===== config.mk =====
export PLATFORM = sky130hd
export DESIGN_NAME = uart_tx
export DESIGN_NICKNAME = d
export VERILOG_FILES = /design/src/rtl/uart_tx.sv
export SDC_FILE = /design/constraint.sdc
export NUM_CORES = 1
export LEC_CHECK = 0
export ABC_AREA = 1
export BUFFER_PORTS_ARGS = -buffer_cell sky130_fd_sc_hd__buf_4
export CORE_AREA = 4 4 64 95
export DETAILED_ROUTE_END_ITERATION = 10
export DIE_AREA = 0 0 68 99
export GPL_TIMING_DRIVEN = 1
export HOLD_SLACK_MARGIN = 0.12
export SKIP_CTS_REPAIR_TIMING = 1
export SLEW_MARGIN = 0
export SYNTH_ARGS = -nofsm -noshare
export SYNTH_HDL_FRONTEND = slang
export SYNTH_SLANG_ARGS = --single-unit

===== constraint.sdc =====
create_clock -name clk_i -period 2.11 [get_ports clk_i]
set_clock_uncertainty 0.2 [all_clocks]
set_input_delay 0.1055 -clock clk_i [delete_from_list [all_inputs] [get_ports clk_i]]
set_output_delay 0.1055 -clock clk_i [all_outputs]
set_load 0.01 [all_outputs]

===== src/rtl/uart_tx.sv =====
// 8N1/8N2 UART transmitter with a one-byte holding buffer; tx falls one edge after a byte is accepted in IDLE.
// Backpressure: tx_ready_o is low while the holding buffer is full, and a tx_valid_i seen while it is low is ignored.
module uart_tx #(
  parameter int unsigned BAUD_DIV  = 104,
  parameter int unsigned STOP_BITS = 1
) (
  input  logic       clk_i,
  input  logic       rst_i,
  input  logic [7:0] tx_data_i,
  input  logic       tx_valid_i,
  output logic       tx_ready_o,
  output logic       tx_o,
  output logic       busy_o
);

  typedef enum logic [1:0] {IDLE, START, DATA, STOP} state_e;

  localparam logic [15:0] CNT_RELOAD = 16'(BAUD_DIV - 1);
  localparam logic [2:0]  LAST_STOP  = 3'(STOP_BITS - 1);

  state_e      state_q, state_d;
  logic [15:0] cnt_q, cnt_d;
  logic [2:0]  bit_idx_q, bit_idx_d;
  logic [7:0]  shift_q, shift_d;
  logic [7:0]  buf_q, buf_d;
  logic        buf_full_q, buf_full_d;
  logic        tx_q, tx_d;
  logic        tx_ready_q, tx_ready_d;
  logic        busy_q, busy_d;
  logic        accept, unload, baud_tick;

  assign accept    = tx_valid_i && tx_ready_q;
  assign baud_tick = (cnt_q == 16'd0);

  always_ff @(posedge clk_i) begin
    if (rst_i) begin
      state_q    <= IDLE;
      cnt_q      <= '0;
      bit_idx_q  <= '0;
      shift_q    <= '0;
      buf_q      <= '0;
      buf_full_q <= 1'b0;
      tx_q       <= 1'b1;
      tx_ready_q <= 1'b0;
      busy_q     <= 1'b0;
    end else begin
      state_q    <= state_d;
      cnt_q      <= cnt_d;
      bit_idx_q  <= bit_idx_d;
      shift_q    <= shift_d;
      buf_q      <= buf_d;
      buf_full_q <= buf_full_d;
      tx_q       <= tx_d;
      tx_ready_q <= tx_ready_d;
      busy_q     <= busy_d;
    end
  end

  always_comb begin
    state_d    = state_q;
    cnt_d      = cnt_q;
    bit_idx_d  = bit_idx_q;
    shift_d    = shift_q;
    buf_d      = buf_q;
    buf_full_d = buf_full_q;
    unload     = 1'b0;

    if (accept) begin
      buf_d      = tx_data_i;
      buf_full_d = 1'b1;
    end

    if (!baud_tick && state_q != IDLE) begin
      cnt_d = cnt_q - 16'd1;
    end

    case (state_q)
      IDLE: begin
        if (buf_full_q) begin
          state_d = START;
          unload  = 1'b1;
        end
      end
      START: begin
        if (baud_tick) begin
          state_d   = DATA;
          cnt_d     = CNT_RELOAD;
          bit_idx_d = 3'd0;
        end
      end
      DATA: begin
        if (baud_tick) begin
          cnt_d = CNT_RELOAD;
          if (bit_idx_q == 3'd7) begin
            state_d   = STOP;
            bit_idx_d = 3'd0;
          end else begin
            bit_idx_d = bit_idx_q + 3'd1;
            shift_d   = shift_q >> 1;
          end
        end
      end
      STOP: begin
        // bit_idx doubles as the stop-bit counter so the 16-bit counter never needs STOP_BITS*BAUD_DIV
        if (baud_tick) begin
          if (bit_idx_q == LAST_STOP) begin
            bit_idx_d = 3'd0;
            if (buf_full_q) begin
              state_d = START;
              unload  = 1'b1;
            end else begin
              state_d = IDLE;
            end
          end else begin
            bit_idx_d = bit_idx_q + 3'd1;
            cnt_d     = CNT_RELOAD;
          end
        end
      end
      default: state_d = IDLE;
    endcase

    if (unload) begin
      shift_d    = buf_q;
      buf_full_d = 1'b0;
      cnt_d      = CNT_RELOAD;
    end
  end

  always_comb begin
    tx_d = 1'b1;
    case (state_d)
      START:   tx_d = 1'b0;
      DATA:    tx_d = shift_d[0];
      default: tx_d = 1'b1;
    endcase
    busy_d     = (state_d != IDLE) || buf_full_d;
    tx_ready_d = !buf_full_d;
  end

  assign tx_o       = tx_q;
  assign tx_ready_o = tx_ready_q;
  assign busy_o     = busy_q;

endmodule


* Word-level counts from Yosys, hierarchy flattened
Cells that the tools add are included.
Storage, ports and cells: bits in registers 41, output and inout bits 3, logic and storage cells 71
Cells by class: $add $sub $neg 2, equality and inequality tests 10, muxes and demuxes 31, reduce and logical (&&, ||, !) cells 17
Operators by type and width (number):
- $mux 16 | 4
- $mux 8 | 4
- $pmux 16 s2 | 1
- $logic_not 16->1 | 1
- $sub 16x1->16 const B | 1
- $mux 3 | 5
- $mux 2 | 6
- $pmux 3 s3 | 1
- $ne 2x2->1 const B | 4
- $pmux 2 s4 | 1
- $reduce_bool 2->1 | 4
- $mux 7 | 1
- $eq 2x2->1 const B | 3
- $mux 1 | 6
- $eq 2x1->1 const B | 2
- $pmux 1 s2 | 2
- $reduce_and 4->1 | 1
- $reduce_or 2->1 | 2
- $add 3x1->3 const B | 1
- $eq 3x3->1 const B | 1
- $logic_not 3->1 | 1
- $reduce_and 3->1 | 1
- $reduce_bool 3->1 | 1
- $logic_and 1x1->1 | 2
- 3 further kinds | 4

* Depth between registers and ports, before layout
depth in word-level cells 8, mapped depth 13

* Worst setup path before layout
No wires, ideal clock.
path type register to register, start point register state_q[0], end point register cnt_q[5], data arrival time 1564 ps, required time 1781 ps, setup slack 217 ps, stages on the path, launching flop included 10, buffers on the path 1, cell sequence dfxtp_1 inv_1 ha_1 inv_1 buf_2 nand2_4 a21oi_2 o21ai_0 nor2_1 nor2_1
Between the ends: word-level cells in the longest chain between the ends 7, elaborated cells on any way between the ends 14, those cells by class eq/ne: 3; mux: 7; reduce/logical: 4
RTL lines:
- start, declared | RTL line 21 | state_e state_q, state_d;
- start signal, assigned | RTL line 47 | state_q <= state_d;
- $reduce_bool 2->1 | RTL line 73 | if (!baud_tick && state_q != IDLE) begin
- $logic_and 1x1->1 | RTL line 73
- $mux 16 | RTL line 73
- $mux 16 | RTL line 106 | if (bit_idx_q == LAST_STOP) begin
- $mux 16 | RTL line 105 | if (baud_tick) begin
- $pmux 16 s2 | RTL line 77 | case (state_q)
- $mux 7 (*) | RTL line 123 | if (unload) begin
- end signal, assigned | RTL line 48 | cnt_q <= cnt_d;
- end, declared | RTL line 22 | logic [15:0] cnt_q, cnt_d;
Mark *: on every way between the ends. The rest lies on a longest branch, timed or not. A chain may end at the register's enable or synchronous reset.

* Final worst setup path
start point register state_q[0], end point register cnt_q[14]
Between the ends: word-level cells in the longest chain between the ends 6, elaborated cells on any way between the ends 14, those cells by class eq/ne: 3; mux: 6; reduce/logical: 5
RTL lines (RTL line):
- $reduce_bool 2->1 | 73
- $logic_and 1x1->1 | 73
- $mux 16 | 73
- $mux 16 | 106
- $mux 16 | 105
- $pmux 16 s2 | 77
Parallel ways exist; a longest one is shown, timed or not.

==> flow_summary.toml <==
[yosys]
post_synth_fa_ha_maj_area_fraction_pct = 4.86
synth_mux_area_share_pct = 0
syn-cell-area_sq_um = 2320
post_synth_num_cell_types = 35
synth.yosys.warnings = 0
syn_avg_cell_area_sq_um = 7.50
yosys.area_share.xor_xnor_pct = 3.78
synth_top_family_by_area = "simple AND/OR/NAND/NOR gates"
syn-num-nets = 329
post_synth_inst_count = 309
synth_compound_gate_area_share_pct = 13.3
yosys_most_used_dff = "sky130_fd_sc_hd__dfxtp_1"
number_of_enable_type_register_cells_in_the_synthesized_netlist = 0
postSynthRegisterBits = 41
synth-simple-area-share_pct = 35.8
ys_async_sr_fraction_pct = 0
ys_seq_area_share_pct = 35.4

[power]
switching_power_mw = 2.44
combPwrFrac_pct = 63.5
power_leakage_nw = 1.29
peakVddDrop_v = 0.000828
sw_share_pct = 49.3
p_int_mw = 2.50
pwr_density_cell_nw_per_um2 = 1820
power_frac_clock_pct = 11.9
share_seq_of_total_power_pct = 24.6

[min_path]
min_delay_path_depth = 3
worstHoldStart = "tx_valid_i"
timing.hold.worst_endpoint = "buf_q[0]"
worst_hold_path_type = "input port to flop"

[setup_path]
worst_setup_path_class = "flop to flop"
timing.reg2reg.worst_path_depth = 7
r2r_slack_ns = 0.16
critical_path.max_fanout = 17
timing.critical_path.to_type = "flop"
worst_ep_required_time_ns = 2.10
cp-start-kind = "flop"
r2r-end = "cnt_q[14]"
cp_data_arrival_time_ns = 1.94
regToRegStartpoint = "state_q[0]"

[timing]
final-hold-violation-count = 0
slew_violations = 0
layout_min_cycle_time_ns = 1.95
slew_at_the_pin_with_the_worst_max_slew_slack_ns = 0.440
setup_viol = 0
final_period_util_pct = 92.6
maxClockFrequency_mhz = 512
smallest_setup_slack_after_layout_ns = 0.157
maxSlewHeadroom_pct = 70.7
grt_setup_unrepaired = "yes"

[clock_network]
clk_path_buf_depth = 2
clkSinkCount = 41
clock_insertion_delay_at_the_later_pin_of_the_skew_report_ns = 0.30
clk_root_buffer_cell = "sky130_fd_sc_hd__clkbuf_8"
cts-htree-levels = 2
clk_transition_reported_paths_ns = 0.08
tritoncts = "built"
tritoncts.num_buffers = 5

[global_routing]
number_of_global_route_vias_before_repair = 1910
initial_antenna_violation_count = 0
global_route_wire_length_before_repair_um = 8400
grtUsageTotal_pct = 15.9
grt.overflow.total = 0
grt_start_max_net_pins = 18

[floorplan]
core.rowCount = 32
start_util_pct = 44.5
die_area_sq_um = 6730
floorplan.die.height_um = 99
i_o_pin_count = 14
area_inside_the_core_boundary_sq_um = 5200
chipWidth_um = 68

[placement]
io_buffer_count = 13
placement.cell_area_sq_um = 2520
place_worst_setup_slack_ns = 0.0972
place_hpwl_um = 3650
gp_congestion = 0.807

[routing]
detailroute.via_count = 1974
ant_nets = 0
route.detailed.wl_per_inst_um = 11.7
avgViaCountPerCell = 4.84
number_of_optimization_iterations_in_the_first_detailed_route_pass = 4
drt_iter0_drc = 72
routed_wl_um = 4760
drcViolationCount = 0

[status]
outcome = "finished, final reports clean"

[job]
max_cap_viol_count = 0

[final_layout]
finish.instance_area_sq_um = 2720
layout.nets = 359
antennaDiodeCount = 0
syn2layout_area_growth_pct = 17.5
drive_above_1_share_pct = 17.6
-- worst max-delay path by stage --
stage / start / slack [ns] / to
5_1_grt: state_q[0] / -0.003 / cnt_q[14]
6_report: state_q[0] / 0.16 / cnt_q[14]
2_1_floorplan: state_q[0] / 0.22 / cnt_q[5]
3_5_place_dp: state_q[0] / 0.1 / cnt_q[10]
4_1_cts: state_q[0] / 0.08 / cnt_q[14]
3_3_place_gp: state_q[0] / 0.14 / cnt_q[10]
-- cell usage in the layout, fill, tap and decap left out, types with 5 or more instances in the layout --
| cell type | n |
|---|---|
| sky130_fd_sc_hd__nand2_1 | 62 |
| sky130_fd_sc_hd__nor2_1 | 46 |
| sky130_fd_sc_hd__dfxtp_1 | 41 |
| sky130_fd_sc_hd__inv_1 | 27 |
| sky130_fd_sc_hd__nand3_1 | 24 |
| sky130_fd_sc_hd__buf_4 | 20 |
| sky130_fd_sc_hd__o21ai_0 | 19 |
| sky130_fd_sc_hd__a21oi_1 | 11 |
| sky130_fd_sc_hd__ha_1 | 9 |
| sky130_fd_sc_hd__dlygate4sd3_1 | 9 |
| sky130_fd_sc_hd__xor2_1 | 8 |
| sky130_fd_sc_hd__nor2_4 | 7 |
| sky130_fd_sc_hd__clkbuf_8 | 7 |
| sky130_fd_sc_hd__nand2_4 | 5 |
| sky130_fd_sc_hd__nor3_1 | 5 |
-- area by class of cell --
cell class	count	area [sq um]
Tap cell	68	85.1
Inverter	30	113
Timing Repair Buffer	30	260
Fill cell	531	2480
Sequential cell	41	821
Clock inverter	1	8.76
Clock buffer	7	96.3
Multi-Input combinational cell	231	1340
-- power by group through the flow --
stage	Combinational, mW	Sequential, mW	Clock, mW
after global placement	3.11	1.23	0
after detailed placement	3.14	1.24	0
after floorplan	2.57	1.21	0
final	3.14	1.22	0.590
after CTS	3.15	1.22	0.612
after global routing	3.55	1.25	0.633
-- metrics by stage --
stage	setup TNS, ns	hold WS (ns)	util (%)	std cells	power, mW
after floorplan	0	-0.0215	-	309	3.77
after global placement	0	0.156	48.5	391	4.34
after detailed placement	0	0.165	48.5	391	4.38
after CTS	0	-0.147	50.5	399	4.99
after global routing	-0.00313	0.202	52.3	408	5.44
final	0	0.111	52.3	408	4.94
-- routing by layer --
layer / track usage [%] / share of wire [%] / vias up
li1: - / - / 1063
met1: 17.8 / 42 / 884
met2: 28.8 / 54 / 20
met3: 2.51 / 1.8 / 7
met4: 5.82 / 1.8 / 0
met5: 0 / 0 / -
-- cells by family after synthesis --
| logic type | after synthesis |
|---|---|
| AOI/OAI and AO/OA | 47 |
| xor gates and xnor gates | 10 |
| adders and majority gates | 9 |
| buffers and inverters | 37 |
| DFF | 41 |
| and+or+nand+nor | 165 |
-- sequential cells by signal (all words and copies together) (netlist names) --
signal,flops
cnt_q,16
buf_q,8
shift_q,8
bit_idx_q,3
state_q,2
buf_full_q,1
busy_o,1
tx_o,1
tx_ready_o,1
-- cell usage after synthesis, types with 4 or more instances --
| cell | instances | area [sq um] |
|---|---|---|
| sky130_fd_sc_hd__nand2_1 | 62 | 233 |
| sky130_fd_sc_hd__nor3_1 | 5 | 25.0 |
| sky130_fd_sc_hd__nor2_4 | 7 | 78.8 |
| sky130_fd_sc_hd__o21ai_0 | 19 | 95.1 |
| sky130_fd_sc_hd__a21oi_1 | 11 | 55.1 |
| sky130_fd_sc_hd__nand3_1 | 24 | 120 |
| sky130_fd_sc_hd__inv_1 | 28 | 105 |
| sky130_fd_sc_hd__dfxtp_1 | 41 | 821 |
| sky130_fd_sc_hd__nor2_1 | 46 | 173 |
| sky130_fd_sc_hd__ha_1 | 9 | 113 |
| sky130_fd_sc_hd__nand2_2 | 4 | 25.0 |
| sky130_fd_sc_hd__nand2_4 | 5 | 56.3 |
| sky130_fd_sc_hd__xor2_1 | 8 | 70.1 |
| sky130_fd_sc_hd__o211a_1 | 4 | 40.0 |
-- critical path: stages (launching register included) --
cell                       delay (ns)
sky130_fd_sc_hd__dfxtp_1         0.36
sky130_fd_sc_hd__inv_1           0.06
sky130_fd_sc_hd__ha_1            0.36
sky130_fd_sc_hd__a211oi_4        0.32
sky130_fd_sc_hd__nand2_4         0.19
sky130_fd_sc_hd__nand3_1         0.17
sky130_fd_sc_hd__buf_12          0.14
sky130_fd_sc_hd__nor2_1          0.04
Power figures use the tool's default switching activity.
